`src/rtl/vga_timing_gen.sv`:
```
// VGA raster timing: free-running H/V counters with registered sync and status strobes.
// Define SYNC_DELAY_EN to delay HSync/VSync by SYNC_DELAY clocks behind the counters.
module vga_timing_gen #(
  parameter int H_VISIBLE_AREA = 640,
  parameter int H_FRONT_PORCH  = 16,
  parameter int H_SYNC_PULSE   = 96,
  parameter int H_BACK_PORCH   = 48,
  parameter int V_VISIBLE_AREA = 480,
  parameter int V_FRONT_PORCH  = 10,
  parameter int V_SYNC_PULSE   = 2,
  parameter int V_BACK_PORCH   = 33,
  parameter int SYNC_DELAY     = 2
) (
  input  logic       i_Clk,
  input  logic       i_Rst_n,
  output logic [9:0] o_H_Counter,
  output logic [9:0] o_V_Counter,
  output logic       o_HSync,
  output logic       o_VSync,
  output logic       o_Visible,
  output logic       o_Line_Start,
  output logic       o_Frame_Start
);

  localparam int H_TOTAL = H_VISIBLE_AREA + H_FRONT_PORCH + H_SYNC_PULSE + H_BACK_PORCH;
  localparam int V_TOTAL = V_VISIBLE_AREA + V_FRONT_PORCH + V_SYNC_PULSE + V_BACK_PORCH;

  localparam logic [9:0] H_LAST       = 10'(H_TOTAL - 1);
  localparam logic [9:0] V_LAST       = 10'(V_TOTAL - 1);
  localparam logic [9:0] H_VIS        = 10'(H_VISIBLE_AREA);
  localparam logic [9:0] V_VIS        = 10'(V_VISIBLE_AREA);
  localparam logic [9:0] H_SYNC_FIRST = 10'(H_VISIBLE_AREA + H_FRONT_PORCH);
  localparam logic [9:0] H_SYNC_LAST  = 10'(H_VISIBLE_AREA + H_FRONT_PORCH + H_SYNC_PULSE - 1);
  localparam logic [9:0] V_SYNC_FIRST = 10'(V_VISIBLE_AREA + V_FRONT_PORCH);
  localparam logic [9:0] V_SYNC_LAST  = 10'(V_VISIBLE_AREA + V_FRONT_PORCH + V_SYNC_PULSE - 1);

`ifdef SYNC_DELAY_EN
  localparam int PIPE_DEPTH = SYNC_DELAY;
`else
  localparam int PIPE_DEPTH = 0;
`endif

  logic [9:0] h_q, h_d;
  logic [9:0] v_q, v_d;
  logic       hsync_q, hsync_d;
  logic       vsync_q, vsync_d;
  logic       visible_q, visible_d;
  logic       line_start_q, line_start_d;
  logic       frame_start_q, frame_start_d;

  // Status is decoded from the next counter values so it lands in the same cycle as the counters.
  always_comb begin
    h_d = h_q + 10'd1;
    v_d = v_q;
    if (h_q == H_LAST) begin
      h_d = '0;
      v_d = (v_q == V_LAST) ? '0 : v_q + 10'd1;
    end
    hsync_d       = !((h_d >= H_SYNC_FIRST) && (h_d <= H_SYNC_LAST));
    vsync_d       = !((v_d >= V_SYNC_FIRST) && (v_d <= V_SYNC_LAST));
    visible_d     = (h_d < H_VIS) && (v_d < V_VIS);
    line_start_d  = (h_d == '0);
    frame_start_d = (h_d == '0) && (v_d == '0);
  end

  always_ff @(posedge i_Clk) begin
    if (!i_Rst_n) begin
      h_q           <= H_LAST;
      v_q           <= V_LAST;
      hsync_q       <= 1'b1;
      vsync_q       <= 1'b1;
      visible_q     <= 1'b0;
      line_start_q  <= 1'b0;
      frame_start_q <= 1'b0;
    end else begin
      h_q           <= h_d;
      v_q           <= v_d;
      hsync_q       <= hsync_d;
      vsync_q       <= vsync_d;
      visible_q     <= visible_d;
      line_start_q  <= line_start_d;
      frame_start_q <= frame_start_d;
    end
  end

  assign o_H_Counter   = h_q;
  assign o_V_Counter   = v_q;
  assign o_Visible     = visible_q;
  assign o_Line_Start  = line_start_q;
  assign o_Frame_Start = frame_start_q;

  generate
    if (PIPE_DEPTH > 0) begin : g_sync_delay
      logic [PIPE_DEPTH-1:0] hsync_pipe_q, hsync_pipe_d;
      logic [PIPE_DEPTH-1:0] vsync_pipe_q, vsync_pipe_d;

      // Bit 0 takes the aligned sync; the top bit is the delayed output.
      always_comb begin
        hsync_pipe_d = (hsync_pipe_q << 1) | PIPE_DEPTH'(hsync_q);
        vsync_pipe_d = (vsync_pipe_q << 1) | PIPE_DEPTH'(vsync_q);
      end

      always_ff @(posedge i_Clk) begin
        if (!i_Rst_n) begin
          hsync_pipe_q <= '1;
          vsync_pipe_q <= '1;
        end else begin
          hsync_pipe_q <= hsync_pipe_d;
          vsync_pipe_q <= vsync_pipe_d;
        end
      end

      assign o_HSync = hsync_pipe_q[PIPE_DEPTH-1];
      assign o_VSync = vsync_pipe_q[PIPE_DEPTH-1];
    end else begin : g_sync_direct
      assign o_HSync = hsync_q;
      assign o_VSync = vsync_q;
    end
  endgenerate

endmodule

```
`config.mk`:
```
export PLATFORM = sky130hd
export DESIGN_NAME = vga_timing_gen
export DESIGN_NICKNAME = d
export VERILOG_FILES = /design/src/rtl/vga_timing_gen.sv
export SDC_FILE = /design/constraint.sdc
export NUM_CORES = 1
export LEC_CHECK = 0
export ABC_AREA = 1
export CORE_ASPECT_RATIO = 1.1
export CORE_MARGIN = 5
export CORE_UTILIZATION = 50
export CTS_BUF_LIST = sky130_fd_sc_hd__clkbuf_8
export DETAILED_ROUTE_END_ITERATION = 10
export PLACE_DENSITY = 0.76
export SLEW_MARGIN = 0
export SYNTH_ARGS = -nofsm -noshare
export SYNTH_HDL_FRONTEND = slang
export SYNTH_SLANG_ARGS = --single-unit
```
`constraint.sdc`:
```
create_clock -name i_Clk -period 3.75 [get_ports i_Clk]
set_clock_uncertainty 0.1 [all_clocks]
set_input_delay 0.375 -clock i_Clk [delete_from_list [all_inputs] [get_ports i_Clk]]
set_output_delay 0.375 -clock i_Clk [all_outputs]
set_load 0.02 [all_outputs]
```
After elaboration in Yosys (flattened, before gate mapping)
Index checks and enable logic that the tools add are counted.
Operators by class
  add/subtract/negate cells: 2
  magnitude comparators: 6
  eq/ne operators: 2
  multiplexer cells: 3
  reduce and logical (&&, ||, !) cells: 8
Operator list (number)
  $mux 10: 3
  $add 10x1->10 const B: 2
  $eq 10x10->1 const B: 2
  $logic_not 10->1: 2
  $ge 10x10->1 const B: 1
  $ge 10x9->1 const B: 1
  $le 10x10->1 const B: 1
  $le 10x9->1 const B: 1
  $lt 10x10->1 const B: 1
  $lt 10x9->1 const B: 1
  $logic_and 1x1->1: 4
  $logic_not 1->1: 2
Word-level totals
  register bits after elaboration: 25
  output and inout bits: 25
  logic and storage cells: 28

Logic depth before layout (Yosys ltp)
Gate-level depths: netlist (run 1).
  depth in word-level cells: 6
  mapped depth: 12
  mapped depth without buffers: 12

Worst setup path before layout (run 1)
No wires, ideal clock.
  path kind: flip-flop to flip-flop
  start point: register h_q[0], in the netlist o_H_Counter[0]
  end point: register vsync_q, in the netlist o_VSync
  arrival: 1.711 ns
  required time: 3.536 ns
  setup slack: 1.824 ns
  stages on the path, launching flop included: 12
  path buffers: 1
  cell sequence: dfxtp_1 > ha_1 > nand2_2 > nor2_8 > nand3_4 > buf_6 > o21bai_4 > nand2_2 > nor2_1 > nand3_1 > inv_1 > nand2_1
On the way
  word-level cells in the longest chain between the ends: 5
  elaborated cells on any way between the ends: 6
  classes of those cells: order compare: 2; eq/ne: 1; mux: 1; reduce/logical: 2
RTL lines
  start: declaration: line 43  | logic [9:0] h_q, h_d;
  start signal: assignment: line 68  | h_q <= H_LAST;
  start signal: assignment: line 76  | h_q <= h_d;
  $eq 10x10->1 (*): line 55  | if (h_q == H_LAST) begin
  $mux 10 (*): line 55
  $ge 10x9->1 / $le 10x9->1 (equally long branches): line 60  | vsync_d = !((v_d >= V_SYNC_FIRST) && (v_d <= V_SYNC_LAST));
  $logic_and 1x1->1 (*): line 60
  $logic_not 1->1 (*): line 60
  end signal: assignment: line 79  | vsync_q <= vsync_d;
  end: declaration: line 46  | logic vsync_q, vsync_d;
Mark *: on every way between the ends. The rest lies on a longest branch, timed or not.
A chain may end at the register's enable or synchronous reset.

Worst setup path in the final report (run 1)
  start point: register h_q[0], in the netlist o_H_Counter[0]
  end point: register frame_start_q, in the netlist o_Frame_Start
On the way
  word-level cells in the longest chain between the ends: 4
  elaborated cells on any way between the ends: 7
  classes of those cells: add/sub: 1; eq/ne: 1; mux: 2; reduce/logical: 3
RTL lines
  $add 10x1->10 / $eq 10x10->1 (equally long branches): line 53, 55
  $mux 10: line 55
  $logic_not 10->1: line 63  | frame_start_d = (h_d == '0) && (v_d == '0);
  $logic_and 1x1->1 (*): line 63
  end signal: assignment: line 82  | frame_start_q <= frame_start_d;
  end: declaration: line 49  | logic frame_start_q, frame_start_d;
Marked as above.

==> results of run 1 <==
critical path, delay by kind of cell (launching register included):
kind	cells	cell delay, ns
adder cells (fa/ha/maj)	1	0.24
flip-flops	1	0.39
AND/OR/NAND/NOR	10	1.20
final timing paths:
path | end | startpoint | cells after the start
worst max-delay path | o_Frame_Start | o_H_Counter[0] | 11
worst max register to register | o_Frame_Start | o_H_Counter[0] | 11
worst min register to register | o_H_Counter[0] | o_H_Counter[0] | 1
worst min-delay path | o_H_Counter[0] | o_H_Counter[0] | 1
power groups by stage:
stage                     clock network (mW)  logic (mW)  registers, mW
after global placement                     0       0.913          0.429
after floorplan                            0       0.576          0.497
after global routing                   0.179        1.03          0.436
final                                  0.157       0.921          0.422
after detailed placement                   0       0.919          0.428
after CTS                              0.165       0.923          0.422
state kept, by name (all words and copies together), names as in the netlist:
register / flops
o_H_Counter: 10
o_VSync: 1
o_Frame_Start: 1
o_Line_Start: 1
o_Visible: 1
o_HSync: 1
o_V_Counter: 10
per-stage QoR:
stage          hold WS [ns]  power [mW]  utilization  cells
2_1_floorplan        0.4263       1.073            -    234
3_3_place_gp         0.4563       1.342       0.6028    291
3_5_place_dp         0.4308       1.346       0.6028    291
4_1_cts              0.4488       1.511       0.6190    295
5_1_grt              0.5041       1.642       0.6190    295
6_report             0.4414       1.500       0.6190    295
final cells by class:
type,instances,area (um^2),area share
Timing Repair Buffer,26,260.3,0.1404
Multi-Input combinational cell,169,863.3,0.4656
Clock inverter,1,7.507,0.004049
Tap cell,34,42.54,0.02294
Sequential cell,25,500.5,0.2699
Inverter,37,138.9,0.07490
Clock buffer,3,41.29,0.02227
routing by layer:
| layer | GRT usage | wire, um | up-vias |
|---|---|---|---|
| met5 | 0 | 0 | - |
| met4 | 0.08488 | 79 | 0 |
| met3 | 0.02627 | 119 | 9 |
| met2 | 0.3316 | 1759 | 31 |
| met1 | 0.2222 | 1550 | 652 |
| li1 | - | - | 775 |
kinds of logic (layout without fill, tap and decap cells):
kind of cell	Yosys count	in the layout
and+or+nand+nor	151	151
buffers and inverters	40	67
DFF	25	25
AOI/OAI and AO/OA	13	13
adders and majority gates	4	4
xor gates and xnor gates	1	1
placed cells by master, fill, tap and decap left out, drive strengths merged, types with 2 or more instances in the layout:
cell / synthesis / final
nand3: 23 / 23
nor2: 46 / 46
inv: 37 / 37
clkdlybuf4s50: 0 / 26
nand4: 6 / 6
o21ai: 9 / 9
ha: 4 / 4
o21bai: 2 / 2
nand2: 73 / 73
clkbuf: 2 / 3
dfxtp: 25 / 25
==> metrics.md, run 1 <==
| Metric | Value |
|---|---|
| Total CTS buffers | `3` |
| Synth warnings | `0` |
| Overall Global Routing Usage | `0.1853` |
| Gr ovfl total | `0` |
| Die width | `62.60 um` |
| Post-synthesis compound-gate area fraction | `0.06168` |
| Flop-to-flop setup slack | `1.75 ns` |
| Final period utilization | `0.5326` |
| Pwr dens | `809.2 mW/mm^2` |
| Required time worst endpoint | `3.86 ns` |
| Simple-gate area share of the yosys netlist | `0.4671` |
| Core ar. | `0.002995 mm^2` |
| Starting DRT DRC Count | `84` |
| Main combinational cell family by area after synthesis | `simple AND/OR/NAND/NOR gates` |
| Vias in the first global route | `1,448` |
| Later-pin clock latency in the skew report | `0.27 ns` |
| Synth top cells by count | `nand2_1, nor2_1, inv_1` |
| P_int | `746.1 uW` |
| DR vias/cell | `4.973` |
| Combinational power share | `0.614` |
| Type of the worst min-delay path | `reg -> reg` |
| VDD IR-drop max | `0.5528 mV` |
| Final Max Slew Viols | `0` |
| Area after DPL | `0.001805 mm^2` |
| CP Max Fanout | `16` |
| Multiplexer share of the synthesized area | `0` |
| Predominant post-synthesis flop cell | `dfxtp_1` |
| Share of layout cells above drive strength 1 | `0.09579` |
| Most used cell, CP | `nand2_1` |
| Gates resized, CTS repair | `0` |
| PortBufs | `26` |
| Leak pwr | `0.9217 nW` |
| CTS tree | `done` |
| Num rows | `21` |
| Post-synth ARST share | `0` |
| Most frequent cell after synthesis | `nand2_1` |
| Starting Density | `0.5079` |
| Distinct cells, synth | `26` |
| Seq/Total Area, Yosys | `0.3289` |
| Drt total wl | `3.509 mm` |
| Syn avg cell area | `6.502 um^2` |
| Crit path largest cell delay | `0.39 ns` |
| RSZ-0062 raised after global routing | `no` |
| Maximum clock rate | `500.7 MHz` |
| Synth Area in XOR/XNOR | `0.005757` |
| Cell Chain, Critical Path | `ha_1 > nand2_2 > nor2_8 > nand3_4 > nand3_1 > nand2_1 > nor2_1 > nand2_1 > nor2_2 > nand2_1 > nor2_1` |
| Drt drc | `0` |
| Area grow syn2layout | `21.88%` |
| Tightest Pin Transition | `0.4635 ns` |
| Sequential Power Share | `0.282` |
| CTS Buffer Depth | `2` |
| IO Count | `27` |
| # clock sinks | `25` |
| Clock Power Share | `0.105` |
| Total number of vias | `1,467` |
| Final setup fails | `0` |
| Clock transition at path regs | `0.08 ns` |
| CTS Root Cell | `clkbuf_8` |
| Number of synthesized flops with an enable pin | `0` |
| CP max-delay cell | `dfxtp_1` |
| Diode count | `0` |
| RePlAce Congestion | `0.9433` |
| Post-CTS Hold Fix Bufs | `0` |
| CP startpoint kind | `flop` |
| Final ANT Viol Nets | `0` |
| Yosys top cell area share | `0.3289` |
| Fill count | `314` |
| H-tree levels | `1` |
| WL per Instance | `11.89 um` |
| # Max-Cap Violations | `0` |
| Pre-CTS setup slack | `1.758 ns` |
| Synth Instances | `234` |
| Setup TNS | `0 ns` |
| First-pass GRT wire length | `6.279 mm` |
| Top post-synthesis cells by area | `dfxtp_1, nand2_1, nor2_1, inv_1, nand3_1` |
| Largest net degree at the start of global routing | `17` |
| Die ar. | `0.004247 mm^2` |
| Seq cells post-synth | `25` |
| Synth Area in Adders | `0.03289` |
| DIE HEIGHT | `67.86 um` |
| Finished Cell Area | `0.001854 mm^2` |
| Dpl hpwl | `2.806 mm` |
| Total net switching power | `754.4 uW` |
| Worst relative slew slack | `0.6878` |
| Final Hold Viols | `0` |
| Post-Syn Area | `0.001521 mm^2` |
| Sw Ratio | `0.5028` |
| Outcome | `completed` |
| Syn nets | `240` |
| DRT Pass-1 Iters | `4` |
| CP arrival | `2.11 ns` |
| Cell taking the most area after synthesis | `dfxtp_1` |
| Setup CP Type | `reg -> reg` |
| Antenna violations before repair | `0` |
| Final Critical Period | `1.997 ns` |
| Setup ws final | `1.753 ns` |
| Layout Nets | `268` |
| Setup Fix Bufs, Post-CTS | `0` |
| Critical path capture point type | `flop` |
Power figures use the tool's default switching activity.
==> run 2: changes to the inputs <==
==> constraint.sdc (replaced) <==
create_clock -name i_Clk -period 2 [get_ports i_Clk]
set_clock_uncertainty 0.1 [all_clocks]
set_input_delay 0.2 -clock i_Clk [delete_from_list [all_inputs] [get_ports i_Clk]]
set_output_delay 0.2 -clock i_Clk [all_outputs]
set_load 0.02 [all_outputs]
==> metrics.md, run 2 (synthesis gave the netlist of run 1 again) <==
| Metric | Value |
|---|---|
| Outcome | `completed (unchanged)` |
| CTS Buffer Depth | `2 (unchanged)` |
| H-tree levels | `1 (unchanged)` |
| Num rows | `21 (unchanged)` |
| Final ANT Viol Nets | `0 (unchanged)` |
| Starting DRT DRC Count | `166 (was 84)` |
| PortBufs | `26 (unchanged)` |
| Gr ovfl total | `0 (unchanged)` |
| Top sig layer | `met4 (unchanged)` |
| First-pass GRT wire length | `6.299 mm (was 6.279 mm)` |
| Antenna violations before repair | `0 (unchanged)` |
| Largest net degree at the start of global routing | `17 (unchanged)` |
| Vias in the first global route | `1,507 (was 1,448)` |
| Type of the worst min-delay path | `reg -> reg (unchanged)` |
| RePlAce Congestion | `0.8951 (was 0.9433)` |
| Overall Global Routing Usage | `0.1826 (was 0.1853)` |
| Fin util | `0.6625 (was 0.6190)` |
| DRT Pass-1 Iters | `4 (unchanged)` |
| CTS Root Cell | `clkbuf_8 (unchanged)` |
| Pre-CTS setup slack | `0.03607 ns (was 1.758 ns)` |
| Starting Density | `0.5079 (unchanged)` |
| Final setup fails | `0 (unchanged)` |
| Critical path capture point type | `flop (unchanged)` |
| Final Hold Viols | `0 (unchanged)` |
| R2R depth | `11 (unchanged)` |
| Commonest non-fill, non-tap cells in the layout | `nand2_1, nor2_1, inv_1 (unchanged)` |
| Post-Route M1 WL | `1.629 mm (was 1.550 mm)` |
| Die ar. | `0.004247 mm^2 (unchanged)` |
| Setup TNS | `0 ns (unchanged)` |
| Later-pin clock latency in the skew report | `0.26 ns (was 0.27 ns)` |
| Dpl hpwl | `2.879 mm (was 2.806 mm)` |
| # Max-Cap Violations | `0 (unchanged)` |
| Core ar. | `0.002995 mm^2 (unchanged)` |
| Leak pwr | `0.9973 nW (was 0.9217 nW)` |
| # clock sinks | `25 (unchanged)` |
| CP arrival | `1.97 ns (was 2.11 ns)` |
| Commonest non-fill, non-tap cell in the layout | `nand2_1 (unchanged)` |
| Worst relative slew slack | `0.7282 (was 0.6878)` |
| Required time worst endpoint | `2.07 ns (was 3.86 ns)` |
| Pwr dens | `1566 mW/mm^2 (was 809.2 mW/mm^2)` |
| Hold Path Depth | `2 (was 1)` |
| Total CTS buffers | `3 (unchanged)` |
| Final Critical Period | `1.893 ns (was 1.997 ns)` |
| Layout Nets | `283 (was 268)` |
| CP startpoint kind | `flop (unchanged)` |
| Post-CTS Hold Fix Bufs | `0 (unchanged)` |
| Met2 routed WL | `1.999 mm (was 1.759 mm)` |
| Drt drc | `0 (unchanged)` |
| DIE HEIGHT | `67.86 um (unchanged)` |
| Maximum clock rate | `528.2 MHz (was 500.7 MHz)` |
| Clock transition at path regs | `0.08 ns (about the same)` |
| Met3 WL | `189 um (was 119 um)` |
| Die width | `62.60 um (unchanged)` |
| Final period utilization | `0.9467 (was 0.5326)` |
| Setup ws final | `0.1066 ns (was 1.753 ns)` |
| IO Count | `27 (unchanged)` |
| CP Max Fanout | `5 (was 16)` |
| Share of layout cells above drive strength 1 | `0.1594 (was 0.09579)` |
| DR vias/cell | `5.081 (was 4.973)` |
| Tightest Pin Transition | `0.4072 ns (was 0.4635 ns)` |
| Final Max Slew Viols | `0 (unchanged)` |
| VDD IR-drop max | `1.045 mV (was 0.5528 mV)` |
| Area grow syn2layout | `30.43% (was 21.88%)` |
| WL per Instance | `12.49 um (was 11.89 um)` |
| Setup CP Type | `reg -> reg (unchanged)` |
| Drt total wl | `3.872 mm (was 3.509 mm)` |
| Total number of vias | `1,575 (was 1,467)` |
| Diode count | `0 (unchanged)` |
| CTS tree | `done (unchanged)` |
[run 2: power breakdown]
part / internal (mW) / switching (mW) / leakage (nW)
combinational: 0.830 / 1.19 / 0.767
sequential: 0.634 / 0.166 / 0.205
clock: 0.139 / 0.150 / 0.0255
[run 2: area by class of cell]
cell class | instances | area [um^2]
flip-flops and latches | 25 | 503.0
repair buffers | 40 | 365.4
clock inverters | 1 | 5.005
well taps | 34 | 42.54
fillers | 282 | 1011
clock buffers | 3 | 41.29
multi-input cells | 170 | 888.4
inverters | 37 | 138.9
[run 2: repair_timing]
| action | in CTS | in global routing |
|---|---|---|
| buffers inserted | 0 | 10 |
| endpoints found under the setup margin | 0 | 4 |
| resized for setup | 0 | 6 |
| hold endpoints to repair | 0 | 0 |
[run 2: critical path, stage by stage (launching register included)]
cell and delay, ns:
dfxtp_1 0.39, ha_4 0.17, nand2_2 0.10, nor2_8 0.15, buf_4 0.14, nand2_1 0.09
o21ai_0 0.23, nand3_2 0.13, a21oi_1 0.18, nor2_1 0.06, nand2_1 0.05, inv_1 0.03
[run 2: through the flow]
stage	cell area [um^2]	std cells	hold WS (ns)	power [mW]
5_1_grt	1984	310	0.5047	3.380
2_1_floorplan	1521	234	0.2513	2.013
3_3_place_gp	1836	295	0.4352	2.534
4_1_cts	1882	299	0.4570	2.848
3_5_place_dp	1836	295	0.4329	2.548
6_report	1984	310	0.4553	3.107
[run 2: final timing paths]
path	from	endpoint	slack, ns
worst max-delay path	o_H_Counter[0]	o_Visible	0.11
worst min-delay path	o_H_Counter[9]	o_H_Counter[9]	0.46
worst max register to register	o_H_Counter[0]	o_Visible	0.11
worst min register to register	o_H_Counter[9]	o_H_Counter[9]	0.46
[run 2: per-layer routing]
metal  track usage  up-vias
met4       0.06631        0
met2        0.3497       47
li1              -      812
met5             0        -
met1        0.2072      707
met3       0.02627        9
